**src/rtl/io_fifo_port.sv**
```systemverilog
// Port-mapped I/O responder: a 4-port window that bridges CPU OUT/IN to a TX/RX stream pair
// through small circular FIFOs, with status, control and a display copy of the status word.
module io_fifo_port #(
    parameter int unsigned              p_data_width      = 16,
    parameter int unsigned              p_port_width      = 8,
    parameter logic [p_port_width-1:0]  p_base_port       = p_port_width'(8'h10),
    parameter int unsigned              p_fifo_depth_log2 = 2
) (
    input  logic                    i_w_clk,
    input  logic                    i_w_reset,
    input  logic                    i_w_io_oe,
    input  logic                    i_w_io_we,
    input  logic [p_port_width-1:0] i_w_io_port,
    input  logic [p_data_width-1:0] i_w_io_in,
    output logic [p_data_width-1:0] o_w_io_out,
    output logic [p_data_width-1:0] o_w_tx_data,
    output logic                    o_w_tx_valid,
    input  logic                    i_w_tx_ready,
    input  logic [p_data_width-1:0] i_w_rx_data,
    input  logic                    i_w_rx_valid,
    output logic                    o_w_rx_ready,
    output logic [p_data_width-1:0] o_w_disp_out
);

    localparam int unsigned aw    = p_fifo_depth_log2;
    localparam int unsigned cw    = p_fifo_depth_log2 + 1;
    localparam int unsigned depth = 1 << p_fifo_depth_log2;

    logic [p_data_width-1:0] tx_mem [depth];
    logic [p_data_width-1:0] rx_mem [depth];
    logic [aw-1:0]           tx_wr, tx_rd, rx_wr, rx_rd;
    logic [cw-1:0]           tx_cnt, rx_cnt;
    logic                    rx_underrun, tx_drop;
    logic [p_data_width-1:0] hold;
    logic                    prev_oe, prev_we;
    logic [p_port_width-1:0] prev_port;

    logic                    sel, rd_start, wr_start, rd_act, wr_act;
    logic [1:0]              offset;
    logic                    data_rd, data_wr, ctrl_wr;
    logic                    flush_tx, flush_rx, clr_flags;
    logic                    tx_push, tx_pop, rx_push, rx_pop;
    logic                    tx_empty, tx_full, rx_empty, rx_full;
    logic                    underrun_set, drop_set;
    logic [p_data_width-1:0] status, rd_val;

    // Window decode and access-start detection against last cycle's enable/port
    assign sel      = i_w_io_port[p_port_width-1:2] == p_base_port[p_port_width-1:2];
    assign offset   = i_w_io_port[1:0];
    assign rd_start = i_w_io_oe && (!prev_oe || prev_port != i_w_io_port);
    assign wr_start = i_w_io_we && (!prev_we || prev_port != i_w_io_port);
    assign rd_act   = rd_start && sel && !i_w_reset;
    assign wr_act   = wr_start && sel && !i_w_reset;

    assign data_rd   = rd_act && offset == 2'd0;
    assign data_wr   = wr_act && offset == 2'd0;
    assign ctrl_wr   = wr_act && offset == 2'd2;
    assign clr_flags = ctrl_wr && i_w_io_in[0];
    assign flush_tx  = ctrl_wr && i_w_io_in[1];
    assign flush_rx  = ctrl_wr && i_w_io_in[2];

    assign tx_empty = tx_cnt == '0;
    assign tx_full  = tx_cnt == cw'(depth);
    assign rx_empty = rx_cnt == '0;
    assign rx_full  = rx_cnt == cw'(depth);

    // Full/empty decisions all use the pre-edge counts; flush wins over traffic
    assign tx_push      = data_wr && !tx_full && !flush_tx;
    assign tx_pop       = o_w_tx_valid && i_w_tx_ready && !flush_tx;
    assign rx_push      = i_w_rx_valid && o_w_rx_ready && !flush_rx;
    assign rx_pop       = data_rd && !rx_empty && !flush_rx;
    assign underrun_set = data_rd && rx_empty;
    assign drop_set     = data_wr && tx_full && !flush_tx;

    assign status = p_data_width'({4'(tx_cnt), 4'(rx_cnt), 2'b00, tx_drop, rx_underrun,
                                   tx_full, tx_empty, rx_full, rx_empty});

    always_comb begin
        rd_val = '0;
        case (offset)
            2'd0:    if (!rx_empty) rd_val = rx_mem[rx_rd];
            2'd1:    rd_val = status;
            default: rd_val = '0;
        endcase
    end

    // Start cycle shows live data; later cycles of the same access replay the captured word
    assign o_w_io_out   = (i_w_reset || !i_w_io_oe || !sel) ? '0 : (rd_start ? rd_val : hold);
    assign o_w_tx_data  = tx_mem[tx_rd];
    assign o_w_tx_valid = !i_w_reset && !tx_empty;
    assign o_w_rx_ready = !i_w_reset && !rx_full;
    assign o_w_disp_out = status;

    always_ff @(posedge i_w_clk) begin
        if (tx_push) tx_mem[tx_wr] <= i_w_io_in;
        if (rx_push) rx_mem[rx_wr] <= i_w_rx_data;
    end

    always_ff @(posedge i_w_clk) begin
        if (i_w_reset) begin
            tx_wr       <= '0;
            tx_rd       <= '0;
            tx_cnt      <= '0;
            rx_wr       <= '0;
            rx_rd       <= '0;
            rx_cnt      <= '0;
            rx_underrun <= 1'b0;
            tx_drop     <= 1'b0;
            hold        <= '0;
            prev_oe     <= 1'b0;
            prev_we     <= 1'b0;
            prev_port   <= '0;
        end else begin
            prev_oe   <= i_w_io_oe;
            prev_we   <= i_w_io_we;
            prev_port <= i_w_io_port;
            if (rd_act) hold <= rd_val;

            if (flush_tx) begin
                tx_wr  <= '0;
                tx_rd  <= '0;
                tx_cnt <= '0;
            end else begin
                if (tx_push) tx_wr <= tx_wr + aw'(1);
                if (tx_pop)  tx_rd <= tx_rd + aw'(1);
                tx_cnt <= tx_cnt + cw'(tx_push) - cw'(tx_pop);
            end

            if (flush_rx) begin
                rx_wr  <= '0;
                rx_rd  <= '0;
                rx_cnt <= '0;
            end else begin
                if (rx_push) rx_wr <= rx_wr + aw'(1);
                if (rx_pop)  rx_rd <= rx_rd + aw'(1);
                rx_cnt <= rx_cnt + cw'(rx_push) - cw'(rx_pop);
            end

            // A new event in the same cycle outranks a clear request
            rx_underrun <= underrun_set || (rx_underrun && !clr_flags);
            tx_drop     <= drop_set || (tx_drop && !clr_flags);
        end
    end

endmodule

```
**config.mk**
```make
export PLATFORM = sky130hd
export DESIGN_NAME = io_fifo_port
export DESIGN_NICKNAME = d
export VERILOG_FILES = /design/src/rtl/io_fifo_port.sv
export SDC_FILE = /design/constraint.sdc
export NUM_CORES = 1
export LEC_CHECK = 0
export BUFFER_PORTS_ARGS = -buffer_cell sky130_fd_sc_hd__buf_2
export CORE_AREA = 3 3 134 188
export DETAILED_ROUTE_END_ITERATION = 7
export DIE_AREA = 0 0 137 191
export SLEW_MARGIN = 25
export SYNTH_ARGS = -nofsm -noshare
export SYNTH_HDL_FRONTEND = slang
export SYNTH_SLANG_ARGS = --single-unit
```
**constraint.sdc**
```tcl
create_clock -name i_w_clk -period 2.67 [get_ports i_w_clk]
set_input_delay 0.1335 -clock i_w_clk [delete_from_list [all_inputs] [get_ports i_w_clk]]
set_output_delay 0.1335 -clock i_w_clk [all_outputs]
set_load 0.02 [all_outputs]
```
======== Word-level counts from Yosys, hierarchy flattened ========
Memories as Yosys holds them, arrays and structs flattened. A register that Yosys moved wholly into a read port is not among the register bits.
Cells that the tools add are included.
storage, ports and cells
  bits in registers ....................... 42
  bits in writable memories ............... 128
  memories kept ........................... 2
memory list
  name    words  bits a word  rd ports  clocked after memory_dff  wr ports  line  text
  rx_mem  4      16           1         1                         1         30    logic [p_data_width-1:0] rx_mem [depth];
  tx_mem  4      16           1         1                         1         29    logic [p_data_width-1:0] tx_mem [depth];
cells by class
  add/sub/neg operators ................... 8
  eq/ne operators ......................... 6
  muxes and demuxes ....................... 12
  reduce and logical (&&, ||, !) cells .... 50
operators with widths
  cell                                                                    count
  16-bit two-way mux                                                      3
  16-bit case mux with 2 select lines                                     1
  1-bit logical AND                                                       27
  1-bit zero test                                                         12
  2-bit by 1-bit adder with 2-bit output (second input constant)          4
  2-bit two-way mux                                                       4
  8-bit inequality test                                                   1
  3-bit by 1-bit adder with 3-bit output                                  2
  3-bit equality test (second input constant)                             2
  6-bit by 3-bit equality test with 1-bit output (second input constant)  1
  3-bit zero test                                                         2
  1-bit logical OR                                                        6
  3-bit by 1-bit subtractor with 3-bit output                             2
  1-bit two-way mux                                                       4
  2-bit OR reduction                                                      2
  2-bit by 1-bit equality test with 1-bit output (second input constant)  1
  2-bit equality test (second input constant)                             1
  2-bit zero test                                                         1

======== Logic depth before layout (Yosys ltp) ========
Gate-level depths: netlist of the first run.
  word-level depth ........................ 11
  depth in mapped cells ................... 14
  mapped depth without buffers ............ 13

======== Worst setup path after synthesis of the first run ========
No wires, ideal clock.
  path kind ............................... register to register
  start point ............................. register rx_cnt[1]
  end point ............................... register rx_cnt[2]
  data arrival time ....................... 2.663 ns
  slack ................................... -0.110 ns
  cell stages (with the launch flop) ...... 14
  buffers on the path ..................... 0
  clock period less this slack ............ 2.780 ns
  path through ............................ dfxtp_1 > nor3b_1 > nor2_1 > nand2_1 > a31oi_2 > inv_1 > ha_1 > inv_1 > ha_1 > inv_1 > fa_1 > xor2_1 > xnor2_1 > nor2_1
between the ends
  cells in the longest elaborated chain, start to end .. 7
  elaborated cells on any way between the ends .. 11
  those cells by class .................... add/sub: 2; eq/ne: 1; reduce/logical: 8
ends and longest elaborated chain
  element                                      line  text
  start, declared                              32    logic [cw-1:0] tx_cnt, rx_cnt;
  start signal, assigned                       136   rx_cnt <= rx_cnt + cw'(rx_push) - cw'(rx_pop);
  3-bit equality test                          65    assign rx_full = rx_cnt == cw'(depth);
  named net rx_full                            43    logic tx_empty, tx_full, rx_empty, rx_full;
  1-bit zero test                              91    assign o_w_rx_ready = !i_w_reset && !rx_full;
  1-bit logical AND                            91
  named net o_w_rx_ready                       21    output logic o_w_rx_ready,
  1-bit logical AND (2 in a row)               70    assign rx_push = i_w_rx_valid && o_w_rx_ready && !flush_rx;
  3-bit by 1-bit adder with 3-bit output       136
  3-bit by 1-bit subtractor with 3-bit output  136
The timed path passes the listed nets, and every way through them passes these cells.
A chain may end at the register's enable or synchronous reset.

======== Worst setup path in the final report of the first run ========
  start point ............................. register prev_port[4]
  end point ............................... register rx_cnt[2]
between the ends
  cells in the longest elaborated chain, start to end .. 11
  elaborated cells on any way between the ends .. 19
  those cells by class .................... add/sub: 2; eq/ne: 1; reduce/logical: 16
ends and longest elaborated chain
  element                                      line    text
  start, declared                              36      logic [p_port_width-1:0] prev_port;
  start signal, assigned                       116     prev_port <= i_w_io_port;
  8-bit inequality test (*)                    50, 51
  1-bit logical OR                             51      assign wr_start = i_w_io_we && (!prev_we || prev_port != i_w_io_port);
  1-bit logical AND                            51
  1-bit logical AND (2 in a row)               53      assign wr_act = wr_start && sel && !i_w_reset;
  1-bit logical AND                            57      assign ctrl_wr = wr_act && offset == 2'd2;
  1-bit logical AND                            60      assign flush_rx = ctrl_wr && i_w_io_in[2];
  1-bit zero test                              70, 71
  1-bit logical AND                            70
  3-bit by 1-bit adder with 3-bit output       136
  3-bit by 1-bit subtractor with 3-bit output  136
Mark *: on every way between the ends. The rest lies on a longest branch, timed or not.

==> results.yml, run 1 <==
outcome:
  status: "finished, final reports clean"
worst_hold_path:
  hold-path-endpoint: "prev_we"
  hold_start: "i_w_io_we"
  hold_path.class: "in -> reg"
  hold_depth: 2
yosys:
  ys_seq_area_frac: 0.6717
  synth_compound_gate_area_share: 0.06174
  synth_cell_types: 40
  synthAdderAreaFrac: 0.02681
  yosysWarnings: 0
  ys_seq_elements: 174
  synth_edf_count: 128
  netlist_area_mm2: 0.007093
  ys.flop_type: "edfxtp_1"
  syn_inst: 443
  async_reset_ff_frac: 0
  yosys.area_share.simple: 0.07144
  synth_top_family_by_area: "multiplexers"
  synthMuxAreaShare: 0.1143
  syn-mean-instance-area_um2: 16.01
  synth_xor_area_frac: 0.01976
cells_and_area:
  design_area_mm2: 0.009211
  area_growth_pct: 29.86
  finalNetCount: 666
  diodes: 0
  utilization: 0.3869
  instances_no_fill: 929
  post_route_cells_drive_above_1_share: 0.3635
routing:
  dr.first_iter.drc_count: 222
  routed_wl_mm: 16.16
  firstDrtPassIters: 4
  wire_per_inst_um: 17.39
  detail-route-antenna-nets: 0
  vias_per_cell: 4.589
  drc_errors: 0
  num_vias: 4263
power_and_ir_drop:
  leakagePower_nw: 3.249
  power_density_mw_per_mm2: 675.9
  intPower_mw: 4.621
  swShare: 0.2577
  ir_worst_vdd_uv: 428.4
  pwr-share-comb: 0.122
  power_mw: 6.226
  clock_power_share: 0.398
  pwr-share-seq: 0.479
  p_sw_mw: 1.604
floorplanning:
  die_x_um: 137
  coreArea_mm2: 0.02381
  die-area_mm2: 0.02617
  die_height_um: 191
  io_pins: 96
  rows: 67
  initial_core_util: 0.2979
critical_path:
  required_ns: 2.99
  cp.arrival_ns: 2.95
  crit_type: "reg -> reg"
  reg2regPathDepth: 14
  start_kind: "register"
  crit_start: "prev_port[4]"
  worstReg2RegStart: "prev_port[4]"
  endpoint_kind: "register"
  r2r_setup_slack_ns: 0.04
  r2r-end: "rx_cnt[2]"
  cp_max_fo: 5
clocking:
  cts_tree: "built"
  clock_latency_ns: 0.43
  htree_levels: 4
  cts_root_buf: "clkbuf_16"
  clock_path_buffers: 2
  clk_pin_slew_ns: 0.07
  clock_sinks: 174
  cts_buffers: 17
sta:
  max_freq_mhz: 380.0
  layout_min_cycle_time_ns: 2.631
  relSlewSlack: 0.4919
  tightest_slew_ns: 0.7611
  tns_ns: 0
  finalWorstSetupSlack_ns: 0.03865
  finalHoldViolations: 0
  drv_slew: 0
  rsz0062_at_grt: "true"
  whs_ns: 0.04026
  post-route-period-util: 0.9855
  fin_worst_skew_ns: 0.01225
  finalSetupViolCount: 0
place:
  gp_congestion: 0.7139
  dpl.hpwl_mm: 10.91
  placed_cell_area_mm2: 0.008094
  pre_cts_slack_ns: 0.01091
  numPortBuffers: 91
  numPlacedInstances: 850
grt:
  overflow: 0
  grt_first_pass_wirelength_mm: 24.98
  grt_max_degree: 33
  antenna_found_initial: 0
  grt_usage: 0.1270
  grt_pass1_vias: 4641
job:
  maxCapViolations: 0
[worst max-delay path, cell delays in order (launching register included)]
cell,delay [ns]
dfxtp_2,0.33
xor2_2,0.15
nor4_4,0.30
buf_6,0.18
a31oi_4,0.12
a31oi_4,0.22
inv_2,0.06
ha_4,0.23
inv_2,0.06
ha_4,0.12
inv_2,0.03
fa_2,0.34
xor2_2,0.15
xnor2_1,0.15
nor2_1,0.06
[flip-flops by register name, indices dropped and copies added, names as in the netlist, named ones only]
signal	count
tx_wr	2
hold	16
rx_wr	2
prev_we	1
tx_drop	1
tx_rd	2
rx_underrun	1
prev_port	8
rx_rd	2
tx_mem	64
rx_cnt	3
rx_mem	64
tx_cnt	3
prev_oe	1
[power by group through the flow]
stage | clock (mW) | combinational, mW | sequential, mW
after floorplan | 0 | 0.405 | 3.07
after global placement | 0 | 0.695 | 3.04
after detailed placement | 0 | 0.707 | 3.04
after CTS | 2.54 | 0.767 | 2.98
after global routing | 2.67 | 0.829 | 2.99
final | 2.48 | 0.760 | 2.98
[layer usage]
layer,global-route usage,share of wire,vias up
li1,-,-,1997
met1,0.1467,0.40,2118
met2,0.2231,0.53,119
met3,0.03107,0.046,29
met4,0.05184,0.022,0
met5,0,0,-
[final cells by class]
cell class                 instances  area (µm²)
inverter                          17       63.81
sequential                       174        4767
timing repair buffer             172        1186
multi-input combinational        224        2210
tap                              310       387.9
clock inverter                    15       171.4
fill                            2241       14600
clock buffer                      17       425.4
[logic make-up after synthesis]
group                      Yosys count
other                                1
muxes                               41
adders and majority gates           14
xor gates and xnor gates            16
and+or+nand+nor                     95
AOI/OAI and AO/OA                   53
DFF                                174
buffers and inverters               49
[layout by cell type (no fill, tap or decap), types with 7 or more instances in the layout]
| cell type | Yosys | layout |
|---|---|---|
| mux2i_1 | 9 | 9 |
| buf_4 | 12 | 37 |
| a22oi_1 | 11 | 11 |
| a211oi_1 | 22 | 22 |
| nor2_1 | 47 | 46 |
| xor2_1 | 11 | 7 |
| dfxtp_1 | 46 | 44 |
| and2_1 | 13 | 12 |
| clkbuf_16 | 0 | 17 |
| mux4_2 | 32 | 32 |
| dlygate4sd3_1 | 0 | 41 |
| ha_1 | 12 | 10 |
| edfxtp_1 | 128 | 128 |
| nor2b_1 | 14 | 13 |
| buf_2 | 7 | 91 |
| inv_1 | 17 | 14 |
[worst max path at each step]
stage                            to  slack (ns)  cells past startpoint
after global routing      tx_cnt[2]       -0.08                     13
after detailed placement  tx_cnt[2]        0.01                     12
after global placement    tx_cnt[2]        0.03                     12
final                     rx_cnt[2]        0.04                     14
after CTS                 rx_cnt[2]       -0.02                     14
after floorplan           rx_cnt[2]       -0.06                     13
[synthesized netlist by cell type (7+ instances only)]
cell | instances | area, µm²
dfxtp_1 | 46 | 920.9
mux4_2 | 32 | 720.7
inv_1 | 17 | 63.81
mux2i_1 | 9 | 90.09
a211oi_1 | 22 | 165.2
and2_1 | 13 | 81.33
edfxtp_1 | 128 | 3844
ha_1 | 12 | 150.1
buf_4 | 12 | 90.09
clkbuf_1 | 12 | 45.04
nor2_1 | 47 | 176.4
a22oi_1 | 11 | 82.58
buf_2 | 7 | 35.03
nor2b_1 | 14 | 87.58
xor2_1 | 11 | 96.34
[timing repair]
action | CTS | global route
cloned | 1 | 0
resized for setup | 3 | 9
endpoints found under the setup margin | 9 | 12
hold buffers | 41 | 0
buffers inserted | 1 | 4
pin swaps | 2 | 5
endpoints found under the hold margin | 137 | 0
Note: power is estimated with default switching activity, not from simulation.
==> inputs of run 2 (changes only) <==
--- a/config.mk
+++ b/config.mk
@@ -9,6 +9,7 @@
 export CORE_AREA = 3 3 134 188
 export DETAILED_ROUTE_END_ITERATION = 7
 export DIE_AREA = 0 0 137 191
+export REMOVE_ABC_BUFFERS = 1
 export SLEW_MARGIN = 25
 export SYNTH_ARGS = -nofsm -noshare
 export SYNTH_HDL_FRONTEND = slang
==> run 2 against run 1 <==
Effect of this change:
- first-iteration DRC count down 2.3%
- total power down 1.6%
- combinational power up 2%
- maximum frequency up 0.11%
- final cell count down 0.54%
- worst setup slack better by 0.0029 ns
- clock power down 4%
- critical path type unchanged
- critical endpoint unchanged
- largest power group unchanged
==> results.yml, run 2 (synthesis results as in run 1) <==
routing:
  vias_per_cell: 4.666
  num_vias: 4311
  firstDrtPassIters: 4
  dr.first_iter.drc_count: 217
  detail-route-antenna-nets: 0
  drc_errors: 0
  routed_wl_mm: 16.13
  wire_per_inst_um: 17.46
cells_and_area:
  multi_input_area_mm2: 0.002253
  diodes: 0
  fillers: 2235
  reg_top3: "rx_mem: 64 flops, tx_mem: 64 flops, hold: 16 flops"
  final_cell_mix: "edfxtp_1 (128), buf_2 (91), nor2_1 (47)"
  regArea_mm2: 0.004766
  area_growth_pct: 29.05
  layout_commonest_cell: "edfxtp_1"
  finalNetCount: 661
  post_route_cells_drive_above_1_share: 0.3664
  utilization: 0.3845
  instances_no_fill: 924
grt:
  grt_max_degree: 33
  grt_pass1_vias: 4752
  grt_usage: 0.1264
  antenna_found_initial: 0
  overflow: 0
  grt_first_pass_wirelength_mm: 24.94
worst_hold_path:
  hold_path.class: "in -> reg"
sta:
  max_freq_mhz: 380.5
  rsz0062_at_grt: "true"
  drv_slew: 0
  fin_worst_skew_ns: 0.01303
  whs_ns: 0.02279
  finalSetupViolCount: 0
  post-route-period-util: 0.9844
  finalWorstSetupSlack_ns: 0.04153
  finalHoldViolations: 0
  layout_min_cycle_time_ns: 2.628
  relSlewSlack: 0.4314
  tightest_slew_ns: 0.8518
clocking:
  cts_buffers: 17
  clk_pin_slew_ns: 0.07
  clock_path_buffers: 2
  cts_tree: "built"
  post_cts_buffers: 0
  htree_levels: 4
  clock_sinks: 174
  cts_root_buf: "clkbuf_16"
  clock_latency_ns: 0.42
power_and_ir_drop:
  swShare: 0.2491
  power_mw: 6.129
  p_sw_mw: 1.527
  leakagePower_nw: 3.210
  power_density_mw_per_mm2: 669.5
  intPower_mw: 4.602
  clock_power_share: 0.386
  ir_worst_vdd_uv: 407.6
  pwr-share-seq: 0.488
  pwr-share-comb: 0.126
place:
  numPlacedInstances: 854
  gp_congestion: 0.8249
  pre_cts_slack_ns: -0.05042
  numPortBuffers: 91
  dpl.hpwl_mm: 11.01
critical_path:
  r2r_setup_slack_ns: 0.04
  cp_max_fo: 4
  endpoint_kind: "register"
  crit_type: "reg -> reg"
  start_kind: "register"
  cp.arrival_ns: 2.94
  required_ns: 2.98
job:
  maxCapViolations: 0
outcome:
  status: "finished, final reports clean"
floorplanning:
  die_height_um: 191
  initial_core_util: 0.2979
  die-area_mm2: 0.02617
  rows: 67
  coreArea_mm2: 0.02381
  io_pins: 96
  die_x_um: 137
-- run 2: changes by cell type in the layout (fill, tap and decap cells not counted), sizes merged --
cell / delta
dlygate4sd3: -4
buf: -1
clkbuf: +2
clkinvlp: +2
clkinv: -1
inv: -3
-- run 2: timing repair --
action / in CTS / in global routing
hold buffers: 37 / 0
endpoints found under the hold margin: 130 / 0
gates cloned: 1 / 0
endpoints found under the setup margin: 10 / 4
pin swaps: 5 / 7
gates resized for setup: 5 / 18
-- run 2: routing by layer --
metal / track usage / wire length [µm] / part of all wire / vias up
met2: 0.2348 / 8849 / 0.55 / 130
met1: 0.1356 / 6161 / 0.38 / 2163
met5: 0 / 0 / 0 / -
met3: 0.03397 / 792 / 0.049 / 32
met4: 0.04455 / 327 / 0.020 / 0
li1: - / - / - / 1986
-- run 2: metrics by stage --
| stage | TNS (ns) | cell area [µm²] |
|---|---|---|
| detailed placement | -0.06428 | 8070 |
| CTS | 0 | 9051 |
| floorplan | -1.827 | 6929 |
| finish | 0 | 9154 |
| global placement | 0 | 8070 |
| global route | -0.1961 | 9154 |
-- run 2: final cells by class --
type | count | area share
clock buffers | 19 | 0.04729
well taps | 310 | 0.04237
flip-flops and latches | 174 | 0.5206
multi-input cells | 224 | 0.2462
inverters | 17 | 0.006971
repair buffers | 167 | 0.1222
clock inverters | 13 | 0.01435
-- run 2: final timing paths --
kind | startpoint | end | cells after the start
max | prev_port[0] | rx_cnt[2] | 13
min | i_w_io_port[6] | prev_port[6] | 2
max reg2reg | prev_port[0] | rx_cnt[2] | 13
min reg2reg | hold[2] | hold[2] | 2
-- run 2: power groups by stage --
stage / clock [mW] / sequential [mW] / combinational, mW
2_1_floorplan: 0 / 3.09 / 0.331
3_3_place_gp: 0 / 3.04 / 0.682
3_5_place_dp: 0 / 3.05 / 0.699
4_1_cts: 2.43 / 2.99 / 0.755
5_1_grt: 2.55 / 2.99 / 0.840
6_report: 2.37 / 2.99 / 0.773
-- run 2: critical path, cell delays in order (launching register included) --
cell and delay (ns):
dfxtp_2 0.33, xor2_2 0.18, nor4_4 0.41, buf_4 0.19
a31oi_4 0.08, and2_4 0.19, ha_4 0.20, inv_2 0.06
ha_4 0.12, inv_2 0.03, fa_2 0.36, xor2_2 0.16
xnor2_1 0.13, nor2_1 0.06
